[config.mk]
export PLATFORM = sky130hd
export DESIGN_NAME = div_unit
export DESIGN_NICKNAME = d
export VERILOG_FILES = /design/src/rtl/div_unit.sv
export SDC_FILE = /design/constraint.sdc
export NUM_CORES = 1
export LEC_CHECK = 0
export CORE_ASPECT_RATIO = 0.5
export CORE_MARGIN = 3
export CORE_UTILIZATION = 63
export CTS_CLUSTER_SIZE = 30
export DETAILED_ROUTE_END_ITERATION = 12
export PLACE_DENSITY = 0.87
export RECOVER_POWER = 100
export SLEW_MARGIN = 20
export SYNTH_ARGS = -nofsm -noshare
export SYNTH_HDL_FRONTEND = slang
export SYNTH_SLANG_ARGS = --single-unit
[constraint.sdc]
create_clock -name clk -period 11 [get_ports clk]
set_clock_uncertainty 0.1 [all_clocks]
set_input_delay 2.2 -clock clk [delete_from_list [all_inputs] [get_ports clk]]
set_output_delay 2.2 -clock clk [all_outputs]
set_load 0.02 [all_outputs]
[src/rtl/div_unit.sv]
// rtl/div_unit.sv - iterative radix-2 restoring divider for the RV32M DIV/DIVU/REM/REMU group
// One quotient bit per cycle; special cases (divide by zero, signed overflow) skip the iteration.
module div_unit (
  input  logic        clk,
  input  logic        rst,
  input  logic        start,
  input  logic        kill,
  input  logic [31:0] rs1,
  input  logic [31:0] rs2,
  input  logic [1:0]  div_op,
  output logic        busy,
  output logic        done,
  output logic [31:0] rd
);

  typedef enum logic [1:0] {
    IDLE = 2'd0,
    CALC = 2'd1,
    FIN  = 2'd2
  } state_t;

  state_t      state, state_n;
  logic [1:0]  op_q, op_n;
  logic [31:0] divisor, divisor_n;
  logic [31:0] rem, rem_n;
  logic [31:0] quo, quo_n;
  logic [4:0]  cnt, cnt_n;
  logic        sign_q, sign_q_n;
  logic        sign_r, sign_r_n;
  logic        dvz, dvz_n;
  logic        ovf, ovf_n;
  logic        busy_n, done_n;
  logic [31:0] rd_n;

  logic        is_signed;
  logic        dvz_in, ovf_in;
  logic [31:0] abs1, abs2;
  logic [32:0] rem_sh, rem_sub;
  logic        ge;
  logic [31:0] result;

  assign is_signed = ~div_op[0];
  assign abs1      = (is_signed && rs1[31]) ? (~rs1 + 32'd1) : rs1;
  assign abs2      = (is_signed && rs2[31]) ? (~rs2 + 32'd1) : rs2;
  assign dvz_in    = (rs2 == 32'd0);
  assign ovf_in    = is_signed && (rs1 == 32'h8000_0000) && (rs2 == 32'hFFFF_FFFF);

  // 33-bit partial remainder so the bit shifted out of rem[31] still takes part in the compare
  assign rem_sh  = {rem, quo[31]};
  assign ge      = (rem_sh >= {1'b0, divisor});
  assign rem_sub = rem_sh - {1'b0, divisor};

  always_comb begin
    result = 32'd0;
    if (dvz) begin
      // the dividend register holds the raw rs1 on a divide by zero
      result = op_q[1] ? quo : 32'hFFFF_FFFF;
    end else if (ovf) begin
      result = op_q[1] ? 32'd0 : 32'h8000_0000;
    end else if (op_q[1]) begin
      result = sign_r ? (~rem + 32'd1) : rem;
    end else begin
      result = sign_q ? (~quo + 32'd1) : quo;
    end
  end

  always_comb begin
    state_n   = state;
    op_n      = op_q;
    divisor_n = divisor;
    rem_n     = rem;
    quo_n     = quo;
    cnt_n     = cnt;
    sign_q_n  = sign_q;
    sign_r_n  = sign_r;
    dvz_n     = dvz;
    ovf_n     = ovf;
    done_n    = 1'b0;
    rd_n      = rd;

    case (state)
      IDLE: begin
        if (start) begin
          op_n      = div_op;
          divisor_n = abs2;
          rem_n     = 32'd0;
          cnt_n     = 5'd31;
          sign_q_n  = is_signed & (rs1[31] ^ rs2[31]);
          sign_r_n  = is_signed & rs1[31];
          dvz_n     = dvz_in;
          ovf_n     = ovf_in;
          if (dvz_in || ovf_in) begin
            quo_n   = rs1;
            state_n = FIN;
          end else begin
            quo_n   = abs1;
            state_n = CALC;
          end
        end
      end
      CALC: begin
        rem_n = ge ? rem_sub[31:0] : rem_sh[31:0];
        quo_n = {quo[30:0], ge};
        cnt_n = cnt - 5'd1;
        if (cnt == 5'd0) begin
          state_n = FIN;
        end
      end
      FIN: begin
        rd_n    = result;
        done_n  = 1'b1;
        state_n = IDLE;
      end
      default: begin
        state_n = IDLE;
      end
    endcase

    if (kill) begin
      state_n = IDLE;
      done_n  = 1'b0;
      rd_n    = rd;
    end

    busy_n = (state_n != IDLE);
  end

  always_ff @(posedge clk or posedge rst) begin
    if (rst) begin
      state <= IDLE;
    end else begin
      state <= state_n;
    end
  end

  always_ff @(posedge clk or posedge rst) begin
    if (rst) begin
      op_q    <= 2'd0;
      divisor <= 32'd0;
      rem     <= 32'd0;
      quo     <= 32'd0;
      cnt     <= 5'd0;
      sign_q  <= 1'b0;
      sign_r  <= 1'b0;
      dvz     <= 1'b0;
      ovf     <= 1'b0;
      busy    <= 1'b0;
      done    <= 1'b0;
      rd      <= 32'd0;
    end else begin
      op_q    <= op_n;
      divisor <= divisor_n;
      rem     <= rem_n;
      quo     <= quo_n;
      cnt     <= cnt_n;
      sign_q  <= sign_q_n;
      sign_r  <= sign_r_n;
      dvz     <= dvz_n;
      ovf     <= ovf_n;
      busy    <= busy_n;
      done    <= done_n;
      rd      <= rd_n;
    end
  end

endmodule

==> flow_metrics.env <==
export IMPL_ir_drop_mv=0.136
export IMPL_die_width_um=191
export IMPL_tightest_slew_ns=3.04
export IMPL_start_kind="input port"
export IMPL_synth_area_top_cells="dfrtp_1, o21ai_0, xnor2_1"
export IMPL_diodes=0
export IMPL_max_freq_mhz=147
export IMPL_synthToLayoutAreaGrowth_pct=15.9
export IMPL_m1WireLength_um=14000
export IMPL_wl_met2_um=14500
export IMPL_placed_area_mm2=0.0119
export IMPL_critPathRequiredTime_ns=11.15
export IMPL_post_cts_resized=0
export IMPL_worstPathMaxFanout=30
export IMPL_clockRootBuffer="clkbuf_16"
export IMPL_dp_cells=1606
export IMPL_ys_top_cells_by_count="nand2_1, o21ai_0, dfrtp_1"
export IMPL_design_area_mm2=0.0125
export IMPL_pin_count=104
export IMPL_layout_nets=1509
export IMPL_ys_seq_elements=142
export IMPL_yosysTopAreaCellShare=0.329
export IMPL_cts_tree="built"
export IMPL_internal_power_mw=1.57
export IMPL_drt_iter0_drc=1179
export IMPL_worst_hold_path_type="reg2reg"
export IMPL_rows=33
export IMPL_met3WireLength_um=3450
export IMPL_status="complete, but fails checks"
export IMPL_min_period_over_period=0.619
export IMPL_p_seq_frac=0.279
export IMPL_routedWlPerCell_um=20.0
export IMPL_die_area_mm2=0.0188
export IMPL_clock_sinks=142
export IMPL_synth_cell_type_count=72
export IMPL_yosysSeqAreaShare=0.329
export IMPL_ant_nets=0
export IMPL_cts_clk_slew_worst_paths_ns=0.06
export IMPL_h_tree_depth=4
export IMPL_grt_pass1_vias=10000
export IMPL_syn_nets=1455
export IMPL_slew_headroom=-1.03
export IMPL_worstSkewPairLatency_ns=0.43
export IMPL_hpwl_um=23900
export IMPL_fin_crit_ns=6.81
export IMPL_p_sw_frac=0.438
export IMPL_routed_wl_um=32800
export IMPL_synth_largest_area_cell="dfrtp_1"
export IMPL_cp_end_kind="flop"
export IMPL_numPortBuffers=103
export IMPL_synth_edff_count=0
export IMPL_reg2reg_setup_slack_ns=6.90
export IMPL_die_y_um=98.6
export IMPL_viasPerCell=6.62
export IMPL_top_layer="met4"
export IMPL_grt_pass1_wl_um=52100
export IMPL_cts_buffers=17
export IMPL_gp_congestion=1.01
export IMPL_criticalPathCategory="in2reg"
export IMPL_setup_violations=0
export IMPL_synthArstFlopShare=1.00
export IMPL_postCtsHoldBufs=0
export IMPL_grt_usage=0.345
export IMPL_core_area_mm2=0.0166
export IMPL_start_util=0.651
export IMPL_drive_gt1_frac=0.0404
export IMPL_ctsLongestPathBuffers=2
export IMPL_drv_cap=4
export IMPL_synth_area_per_cell_um2=8.03
export IMPL_ys_warn_count=0
export IMPL_num_vias=10800
export IMPL_antenna_found_initial=0
export IMPL_drv_slew=223
export IMPL_power_switching_mw=1.23
export IMPL_power_density_mw_per_mm2=224
export IMPL_rsz0062_at_grt="no"
export IMPL_crit_arrival_ns=6.96
export IMPL_synth_top_flop_cell="dfrtp_1"
export IMPL_power_frac_comb=0.489
export IMPL_grt_max_degree=75
export IMPL_first_pass_iters=8
export IMPL_power_frac_clock=0.232
export IMPL_post_cts_buffers=0
export IMPL_final_hold_viol_count=0
export IMPL_setup_tns_ns=0
export IMPL_synth_area_mm2=0.0108
export IMPL_grt_ovfl_total=0
export IMPL_leakage_nw=5.12
export IMPL_drc=0
export IMPL_stdcell_count=1638
export IMPL_violations="max-capacitance violations, max-slew violations"
export IMPL_syn_inst=1345
==> cells in the final DEF, fill, tap and decap left out, types with 27 or more instances in the layout <==
master,n
o21ai_0,163
nand2_1,154
dfrtp_1,142
a21oi_1,98
nor2_1,93
xnor2_1,68
clkdlybuf4s50_1,64
inv_1,60
xor2_1,57
ha_1,39
dlygate4sd3_1,39
a22oi_1,33
nor3_1,32
o31ai_1,27
==> metal layers <==
metal | vias to the layer above | track usage
met5 | - | 0
met4 | 0 | 0.0715
met2 | 591 | 0.545
met1 | 5180 | 0.484
li1 | 4986 | -
met3 | 83 | 0.0878
==> flip-flops by register name, indices dropped and copies added, names as in the netlist <==
signal   count
sign_q       1
busy         1
state        2
dvz          1
rd          32
done         1
op_q         1
sign_r       1
divisor     32
quo         32
cnt          5
ovf          1
rem         32
==> stage by stage <==
stage / util / setup WS, ns / hold slack (ns) / power (mW)
2_1_floorplan: - / 4.89 / 0.350 / 1.74
3_5_place_dp: 0.716 / 4.94 / 0.370 / 2.10
3_3_place_gp: 0.716 / 5.11 / 0.355 / 2.06
5_1_grt: 0.754 / 4.00 / 0.406 / 2.96
4_1_cts: 0.755 / 5.35 / 0.385 / 2.76
6_report: 0.754 / 4.19 / 0.377 / 2.80
==> cell families after synthesis <==
kind of cell / share of synthesized area
muxes: 0.0222
AOI/OAI and AO/OA: 0.261
buffers and inverters: 0.0520
DFF: 0.329
and+or+nand+nor: 0.187
xor gates and xnor gates: 0.101
adders and majority gates: 0.0470
==> cell type report <==
type | count | area (um2)
Clock inverter | 12 | 209
Sequential cell | 142 | 3550
Fill cell | 1275 | 4080
Timing Repair Buffer | 112 | 1110
Clock buffer | 19 | 443
Tap cell | 227 | 284
Multi-Input combinational cell | 1062 | 6680
Inverter | 64 | 241
==> path summary, 6_finish.rpt <==
kind / start / to / cells past startpoint
worst max-delay path: rs1[20] / quo[17]$_DFFE_PP0P_ / 10
worst min-delay path: divisor[19]$_DFFE_PP0P_ / divisor[19]$_DFFE_PP0P_ / 2
worst max register to register: divisor[1]$_DFFE_PP0P_ / rem[1]$_DFFE_PP0P_ / 11
worst min register to register: divisor[19]$_DFFE_PP0P_ / divisor[19]$_DFFE_PP0P_ / 2
max in group asynchronous: rst / divisor[3]$_DFFE_PP0P_ / 3
min in group asynchronous: rst / rd[16]$_DFFE_PP0P_ / 2
==> worst max-delay path: stages <==
cell and delay, ns:
dlygate4sd3_1 0.59, or4_1 0.61, nor3_1 0.23, nand2_1 0.14, nor4_1 0.97, a22o_1 0.37, or2_0 1.28, nor2b_1 0.18
xnor2_1 0.25, o21ai_0 0.10
==> power by group through the flow <==
stage          combinational (mW)  sequential, mW  clock, mW
6_report                     1.37           0.782      0.649
3_5_place_dp                 1.32           0.779          0
3_3_place_gp                 1.28           0.773          0
4_1_cts                      1.34           0.771      0.650
2_1_floorplan                1.03           0.716          0
5_1_grt                      1.50           0.789      0.675
Power figures use the tool's default switching activity.
